File: src/rtl/control_unit_if.sv
// Instruction/status in, decoded control word and constant out, between datapath and control unit.
// No valid/ready: the control unit decodes whatever I/status hold every cycle, with zero-cycle latency.
interface control_unit_if;
    logic [4:0]  status;
    logic [31:0] I;
    logic [36:0] control_word;
    logic [63:0] constant;

    modport master (output status, I, input control_word, constant);
    modport slave  (input status, I, output control_word, constant);
endinterface

File: src/rtl/control_unit.sv
// LEGv8 single-cycle control unit: combinational decode of I into control word + constant.
// Define CU_BCOND_EN to add the condition-flag register and B.cond decode.
module control_unit (
    input  logic          clock,
    input  logic          reset,
    control_unit_if.slave cu
);
    logic [4:0]  da, sa, sb, fs;
    logic        c0, bsel, regw, ramw, en_mem, en_alu, en_pc, sl, illegal;
    logic [1:0]  ps, hw;
    logic [63:0] k;

`ifdef CU_BCOND_EN
    logic [3:0] flags;
    logic       cond_base, cond_true;

    always_ff @(posedge clock or negedge reset) begin
        if (!reset) flags <= '0;
        else if (sl) flags <= cu.status[3:0];
    end

    // flags = {V, C, N, Z}; odd codes invert the even ones, except 1111 (always)
    always_comb begin
        cond_base = 1'b1;
        case (cu.I[3:1])
            3'd0: cond_base = flags[0];
            3'd1: cond_base = flags[2];
            3'd2: cond_base = flags[1];
            3'd3: cond_base = flags[3];
            3'd4: cond_base = flags[2] & ~flags[0];
            3'd5: cond_base = (flags[1] == flags[3]);
            3'd6: cond_base = ~flags[0] & (flags[1] == flags[3]);
            default: cond_base = 1'b1;
        endcase
        cond_true = (cu.I[0] && cu.I[3:1] != 3'd7) ? ~cond_base : cond_base;
    end
`else
    logic unused_status;
    assign unused_status = ^cu.status[3:0];
`endif

    always_comb begin
        da = cu.I[4:0];
        sa = cu.I[9:5];
        sb = cu.I[20:16];
        fs = 5'b00000;
        c0 = 1'b0;
        bsel = 1'b0;
        regw = 1'b0;
        ramw = 1'b0;
        en_mem = 1'b0;
        en_alu = 1'b0;
        en_pc = 1'b0;
        ps = 2'b01;
        sl = 1'b0;
        hw = 2'b00;
        illegal = 1'b0;
        k = '0;
        casez (cu.I[31:21])
            11'b10001011000: begin fs = 5'b01000; regw = 1'b1; en_alu = 1'b1; end
            11'b10101011000: begin fs = 5'b01000; regw = 1'b1; en_alu = 1'b1; sl = 1'b1; end
            11'b11001011000: begin fs = 5'b01001; c0 = 1'b1; regw = 1'b1; en_alu = 1'b1; end
            11'b11101011000: begin fs = 5'b01001; c0 = 1'b1; regw = 1'b1; en_alu = 1'b1; sl = 1'b1; end
            11'b10001010000: begin fs = 5'b00000; regw = 1'b1; en_alu = 1'b1; end
            11'b10101010000: begin fs = 5'b00100; regw = 1'b1; en_alu = 1'b1; end
            11'b11001010000: begin fs = 5'b01100; regw = 1'b1; en_alu = 1'b1; end
            11'b1001000100?: begin
                fs = 5'b01000; bsel = 1'b1; regw = 1'b1; en_alu = 1'b1;
                k = {52'b0, cu.I[21:10]};
            end
            11'b1101000100?: begin
                fs = 5'b01001; c0 = 1'b1; bsel = 1'b1; regw = 1'b1; en_alu = 1'b1;
                k = {52'b0, cu.I[21:10]};
            end
            11'b11111000010: begin
                fs = 5'b01000; bsel = 1'b1; en_mem = 1'b1; regw = 1'b1;
                k = {{55{cu.I[20]}}, cu.I[20:12]};
            end
            11'b11111000000: begin
                fs = 5'b01000; bsel = 1'b1; ramw = 1'b1; sb = cu.I[4:0];
                k = {{55{cu.I[20]}}, cu.I[20:12]};
            end
            11'b110100101??: begin
                fs = 5'b11000; bsel = 1'b1; regw = 1'b1; en_alu = 1'b1;
                k = {48'b0, cu.I[20:5]} << {cu.I[22:21], 4'b0000};
            end
            // MOVK reads the old destination so the ALU can insert the halfword
            11'b111100101??: begin
                fs = 5'b11100; bsel = 1'b1; regw = 1'b1; en_alu = 1'b1;
                sa = cu.I[4:0]; hw = cu.I[22:21];
                k = {48'b0, cu.I[20:5]} << {cu.I[22:21], 4'b0000};
            end
            11'b000101?????: begin
                ps = 2'b10;
                k = {{38{cu.I[25]}}, cu.I[25:0]};
            end
            11'b1011010????: begin
                sa = cu.I[4:0]; sb = 5'd31; fs = 5'b11000;
                k = {{45{cu.I[23]}}, cu.I[23:5]};
                ps = (cu.status[4] == ~cu.I[24]) ? 2'b10 : 2'b01;
            end
`ifdef CU_BCOND_EN
            11'b01010100???: begin
                k = {{45{cu.I[23]}}, cu.I[23:5]};
                ps = cond_true ? 2'b10 : 2'b01;
            end
`endif
            default: begin
                da = 5'd0; sa = 5'd0; sb = 5'd0; illegal = 1'b1;
            end
        endcase
    end

    assign cu.control_word = reset ? {da, sa, sb, fs, c0, bsel, regw, ramw, en_mem, en_alu,
                                      en_pc, ps, sl, hw, illegal, 4'b0000} : '0;
    assign cu.constant = reset ? k : '0;
endmodule

File: src/flat_wrapper.sv
// flat-port wrapper written by rule: the top's interface ports become plain ports
module control_unit_flat 
  (clock, reset, cu_status, cu_I, cu_control_word, cu_constant);
  control_unit_if cu_i ();
  input  logic clock;
  input  logic reset;
  input wire logic [$bits(cu_i.status)-1:0] cu_status;
  input wire logic [$bits(cu_i.I)-1:0] cu_I;
  output wire logic [$bits(cu_i.control_word)-1:0] cu_control_word;
  output wire logic [$bits(cu_i.constant)-1:0] cu_constant;
  assign cu_i.status = cu_status;
  assign cu_i.I = cu_I;
  assign cu_control_word = cu_i.control_word;
  assign cu_constant = cu_i.constant;
  control_unit u_core (.clock(clock), .reset(reset), .cu(cu_i));
endmodule
File: config.mk
export PLATFORM = sky130hd
export DESIGN_NAME = control_unit_flat
export DESIGN_NICKNAME = d
export VERILOG_FILES = /design/src/rtl/control_unit_if.sv /design/src/rtl/control_unit.sv /design/src/flat_wrapper.sv
export SDC_FILE = /design/constraint.sdc
export NUM_CORES = 1
export LEC_CHECK = 0
export CORE_UTILIZATION = 30
export DETAILED_ROUTE_END_ITERATION = 8
export PLACE_DENSITY = 0.74
export SYNTH_ARGS = -nofsm -noshare
export SYNTH_HDL_FRONTEND = slang
export SYNTH_SLANG_ARGS = --single-unit
File: constraint.sdc
create_clock -name vclk -period 3.9
set_input_delay 1.17 -clock vclk [all_inputs]
set_output_delay 1.17 -clock vclk [all_outputs]
set_load 0.05 [all_outputs]
==> summary.md, run 1 <==
| Metric | Value |
|---|---|
| Result of the run | `did not finish` |
| Stop stage | `global routing` |
| Run-stopping error | `[ERROR DPL-0038] Utilization greater than 100%, impossible to legalize` |
| Worst endpoint from the post-global-route timing repair | `cu_constant[11]` |
| Io pins | `140` |
| Worst endpoint type | `top-level output` |
| Die boundary height | `82.5 microns` |
| Proportion of synthesized chip area in sequential cells | `0` |
| Cell area after placement | `5230 sq um` |
| Number of rows in the core area | `28` |
| Mean Syn Cell Area | `6.31 sq um` |
| Largest net degree at the start of global routing | `19` |
| Synthesized netlist cell count | `308` |
| Cell area after synthesis | `1940 sq um` |
| Effective utilization at floorplan | `0.319` |
| Estimated wirelength of the detail-placed design | `9.26 mm` |
| GPL Wtd Cong | `0.890` |
| Chip width | `82.5 microns` |
| Number of port buffers | `129` |
| Post-synthesis cell type count | `48` |
| YS warnings | `0` |
| Number of buffers inserted for hold repair after clock tree synthesis | `0` |
synthesized netlist by cell type (all sizes together):
| library cell | number | area, sq um |
|---|---|---|
| a2111oi | 1 | 15.0 |
| a21boi | 2 | 15.0 |
| a21o | 1 | 7.51 |
| a21oi | 63 | 492 |
| a222oi | 11 | 110 |
| a22oi | 11 | 87.6 |
| a31oi | 11 | 68.8 |
| a41oi | 3 | 26.3 |
| and2 | 1 | 6.26 |
| and3 | 8 | 50.1 |
| and3b | 1 | 12.5 |
| and4 | 3 | 26.3 |
| and4bb | 1 | 12.5 |
| buf | 31 | 211 |
| clkbuf | 15 | 56.3 |
| conb | 1 | 3.75 |
| inv | 3 | 11.3 |
| nand2 | 76 | 285 |
| nand2b | 1 | 6.26 |
| nand3 | 5 | 25.0 |
| nand3b | 1 | 7.51 |
| nand4 | 3 | 18.8 |
| nand4b | 1 | 8.76 |
| nand4bb | 2 | 22.5 |
| nor2 | 17 | 71.3 |
| nor2b | 3 | 18.8 |
| nor3 | 6 | 35.0 |
| nor3b | 2 | 25.0 |
| nor4 | 1 | 6.26 |
| nor4b | 2 | 32.5 |
| nor4bb | 1 | 10.0 |
| o21ai | 7 | 35.0 |
| o2bb2ai | 5 | 43.8 |
| o31ai | 2 | 28.8 |
| or2 | 3 | 18.8 |
| or3 | 2 | 22.5 |
| xor2 | 1 | 8.76 |
through the flow:
stage               instances  setup slack (ns)
floorplan                 313            -0.263
global placement          574            -0.683
detailed placement        574            -0.736
CTS                       594            -0.224
cell families after synthesis:
logic type	count (synthesis)	synth area share
AND/OR/NAND/NOR	140	0.372
other	1	0.00193
buffers and inverters	49	0.144
AO/OA/AOI/OAI	117	0.478
XOR/XNOR	1	0.00451
repair_timing:
item	CTS
gates resized for setup	151
buffers inserted	20
pin swaps	25
endpoints found under the setup margin	95
gates cloned	6
==> run 2, diff against run 1 <==
- CORE_UTILIZATION: 30 -> 20
- PLACE_DENSITY: 0.74 -> default
- PLACE_DENSITY_LB_ADDON: default -> 0.15
- clock period: 3.9 -> 5.1 ns (I/O delays scaled with it)
==> run 2 against run 1 <==
- area after synthesis unchanged
- synthesized cell count did not move
- the flow now finishes without violations
==> summary.md, run 2 <==
| Metric | Value |
|---|---|
| Slew of the pin with the lowest slew margin | `0.534 ns` |
| Result of the run | `completed` |
| Number of buffers inserted for hold repair after clock tree synthesis | `0` |
| Peak Freq | `200 MHz` |
| CP Class | `primary input to output port` |
| Worst hold path class | `primary input to output port` |
| Kind of end point of the critical path | `output port` |
| Proportion of synthesized chip area in sequential cells | `0` |
| Post-synthesis cell type count | `48` |
| Number of max-cap violations | `0` |
| Cell Int Power | `0.0000558 W` |
| Area occupied by multi-input gates | `1870 sq um` |
| Ant. Diodes | `0` |
| Post-synth top cells | `76 x sky130_fd_sc_hd__nand2_1, 47 x sky130_fd_sc_hd__a21oi_2, 16 x sky130_fd_sc_hd__a21oi_1` |
| Pins over their slew limit | `0` |
| Part of the total power dissipated in the clock network | `0` |
| Filler Cells Inserted | `849` |
| Power, Total | `0.000135 W` |
| Chip width | `101 microns` |
| Total of clock buffers placed in the layout | `0` |
| Number of endpoints with negative hold slack in the final report | `0` |
| Power share of the sequential group | `0` |
| Drt drc | `0` |
| Via count of the first global-routing pass | `2,850` |
| Core occupancy in the finished layout | `0.534` |
| Number of vias per cell | `5.06` |
| Peak supply drop | `0.0172 mV` |
| Final instance area | `4980 sq um` |
| Die boundary height | `101 microns` |
| Reg area | `0 sq um` |
| Global-route wire length before repair | `16.1 mm` |
| # setup viols final | `0` |
| Number of port buffers | `129` |
| Startpoint kind of the worst setup timing path | `primary input` |
| Effective utilization at floorplan | `0.208` |
| YS warnings | `0` |
| Number of search-and-repair iterations in the first detailed-routing pass | `6` |
| Total core area | `9330 sq um` |
| Number of flip-flops and latches | `0` |
| Largest area contributor in the synthesized netlist | `sky130_fd_sc_hd__a21oi_2` |
| Cell types occupying the most area after synthesis | `sky130_fd_sc_hd__a21oi_2 21%, sky130_fd_sc_hd__nand2_1 15%, sky130_fd_sc_hd__a222oi_1 5.7%, sky130_fd_sc_hd__a21oi_1 4.1%, sky130_fd_sc_hd__a22oi_1 3.9%` |
| Estimated wirelength of the detail-placed design | `7.76 mm` |
| Highest fanout seen on the critical path | `6` |
| Power density of the placed cells | `27.1 nW/um^2` |
| Average detailed-routed wire length per instance | `17.4 microns` |
| Wire length reported by the detailed router | `10.3 mm` |
| Number of nets in the layout | `504` |
| Net switching power | `0.0000788 W` |
| Lkg Pwr | `1.68 nW` |
| GPL Wtd Cong | `0.854` |
| Worst endpoint data arrival time | `3.47 ns` |
| Antenna-violating nets left | `0` |
| Synthesized netlist cell count | `308` |
| Portion of the clock cycle consumed by the worst path in the final layout | `0.980` |
| Largest net degree at the start of global routing | `22` |
| Antenna violations before repair | `0` |
| Most used cells in the layout excluding fill and tap cells | `104 x sky130_fd_sc_hd__buf_12, 76 x sky130_fd_sc_hd__nand2_1, 50 x sky130_fd_sc_hd__buf_4` |
| Crit path required time | `3.57 ns` |
| Number of rows in the core area | `35` |
| Cell area after placement | `4670 sq um` |
| Max transition margin | `0.644` |
| Switching share of power | `0.585` |
| Overflow left after global routing | `0` |
| Shortest clock period the worst path allows after layout | `5.00 ns` |
| Cell area after synthesis | `1940 sq um` |
| Post-synth top area share | `0.212` |
| Io pins | `140` |
| Mean Syn Cell Area | `6.31 sq um` |
| DIE AREA | `10,100 sq um` |
| Part of the power in combinational logic | `1.000` |
| Most frequent cell after synthesis | `sky130_fd_sc_hd__nand2_1` |
| Gr usage total | `0.199` |
| Share of post-route cells with drive strength above 1 | `0.540` |
| Unrepaired setup endpoints after global routing | `false` |
| Most common cell after layout, fill and taps aside | `sky130_fd_sc_hd__buf_12` |
| DRC violation total after the first TritonRoute iteration | `176` |
| Relative area change from synthesis to final layout | `156%` |
| Routed via count | `2,993` |
run 2: cell counts after synthesis:
Identical to the previous run, type by type.
run 2: cells by family after synthesis:
| group | share of synthesized area |
|---|---|
| XOR/XNOR | 0.00451 |
| buffers and inverters | 0.144 |
| other | 0.00193 |
| AO/OA/AOI/OAI | 0.478 |
| AND/OR/NAND/NOR | 0.372 |
run 2: critical path, cell delays in order:
cell,delay [ns]
sky130_fd_sc_hd__dlygate4sd2_1,0.25
sky130_fd_sc_hd__buf_4,0.16
sky130_fd_sc_hd__nand4bb_4,0.11
sky130_fd_sc_hd__nor3_2,0.06
sky130_fd_sc_hd__or3_4,0.40
sky130_fd_sc_hd__o31ai_4,0.23
sky130_fd_sc_hd__buf_4,0.15
sky130_fd_sc_hd__buf_12,0.13
sky130_fd_sc_hd__buf_6,0.11
sky130_fd_sc_hd__buf_16,0.11
sky130_fd_sc_hd__a21oi_2,0.05
sky130_fd_sc_hd__buf_12,0.15
run 2: layer usage:
metal,wire [microns],vias up,global-route usage
li1,-,1429,-
met1,4570,1448,0.274
met2,5200,112,0.348
met3,497,4,0.0146
met4,43,0,0.0245
met5,0,-,0
run 2: final timing paths:
kind / from / to / slack [ns] / cells past startpoint
max: cu_I[28] / cu_constant[26] / 0.10 / 12
min: cu_I[22] / cu_control_word[13] / 3.58 / 4
run 2: cell type report:
cell class	count	share of cell area
Multi-Input combinational cell	264	0.376
Tap cell	129	0.0324
Inverter	3	0.00226
Timing Repair Buffer	196	0.589
run 2: timing repair:
action | CTS | global route
setup endpoints to repair | 79 | 69
pin swaps | 5 | 5
cloned | 4 | 0
buffers inserted | 8 | 0
resized for setup | 36 | 10
run 2: per-stage QoR:
| step | setup TNS (ns) | instances | hold slack [ns] | worst slack, ns |
|---|---|---|---|---|
| 3_3_place_gp | -8.68 | 581 | 3.91 | -0.203 |
| 6_report | 0 | 592 | 3.58 | 0.101 |
| 3_5_place_dp | -10.60 | 581 | 3.91 | -0.222 |
| 2_1_floorplan | 0 | 313 | 3.28 | 0.00177 |
| 5_1_grt | 0 | 592 | 3.62 | 0.000174 |
| 4_1_cts | 0 | 592 | 3.76 | 0.00296 |
run 2: power by group through the flow:
stage | clock network (W) | logic [W] | registers, W
2_1_floorplan | 0 | 0.0000552 | 0
3_3_place_gp | 0 | 0.000127 | 0
3_5_place_dp | 0 | 0.000127 | 0
4_1_cts | 0 | 0.000134 | 0
5_1_grt | 0 | 0.000141 | 0
6_report | 0 | 0.000135 | 0
Note: power is estimated with default switching activity, not from simulation.
==> run 3, diff against run 2 <==
- CAP_MARGIN: default -> 30
- CORE_MARGIN: default -> 2
- CORE_UTILIZATION: 20 -> 37
==> run 3 against run 2 <==
- the run now fails in clock tree synthesis
- synthesized cell count unchanged
- area after synthesis unchanged
==> summary.md, run 3 <==
| Metric | Value |
|---|---|
| Result of the run | `did not finish` |
| Stop stage | `clock tree synthesis` |
| Run-stopping error | `[ERROR DPL-0033] detailed placement checks failed during check placement.` |
| Number of buffers inserted to repair setup after CTS | `9` |
| Effective utilization at floorplan | `0.383` |
| GPL Wtd Cong | `0.903` |
| Proportion of synthesized chip area in sequential cells | `0` |
| Most frequent cell after synthesis | `sky130_fd_sc_hd__nand2_1` |
| Estimated wirelength of the detail-placed design | `8.66 mm` |
| Chip width | `76.5 microns` |
| Post-synth top cells | `76 x sky130_fd_sc_hd__nand2_1, 47 x sky130_fd_sc_hd__a21oi_2, 16 x sky130_fd_sc_hd__a21oi_1` |
| Synthesized netlist cell count | `308` |
| Cell area after synthesis | `1940 sq um` |
| Largest area contributor in the synthesized netlist | `sky130_fd_sc_hd__a21oi_2` |
| Post-cts gate resize count | `63` |
| Number of rows in the core area | `26` |
| Number of buffers inserted for hold repair after clock tree synthesis | `0` |
| Mean Syn Cell Area | `6.31 sq um` |
| Post-synthesis cell type count | `48` |
| Io pins | `140` |
| Die boundary height | `76.5 microns` |
| YS warnings | `0` |
| Number of port buffers | `129` |
| Post-synth top area share | `0.212` |
| Cell types occupying the most area after synthesis | `sky130_fd_sc_hd__a21oi_2 21%, sky130_fd_sc_hd__nand2_1 15%, sky130_fd_sc_hd__a222oi_1 5.7%, sky130_fd_sc_hd__a21oi_1 4.1%, sky130_fd_sc_hd__a22oi_1 3.9%` |
run 3: cell families after synthesis:
kind of cell | count (synthesis) | synth area share
AO/OA/AOI/OAI | 117 | 0.478
AND/OR/NAND/NOR | 140 | 0.372
other | 1 | 0.00193
XOR/XNOR | 1 | 0.00451
buffers and inverters | 49 | 0.144
run 3: stage by stage:
stage | std cells | setup slack [ns] | area (sq um) | util
3_5_place_dp | 529 | -0.295 | 4630 | 0.913
2_1_floorplan | 313 | 0.00177 | 1990 | -
3_3_place_gp | 529 | -0.142 | 4630 | 0.913
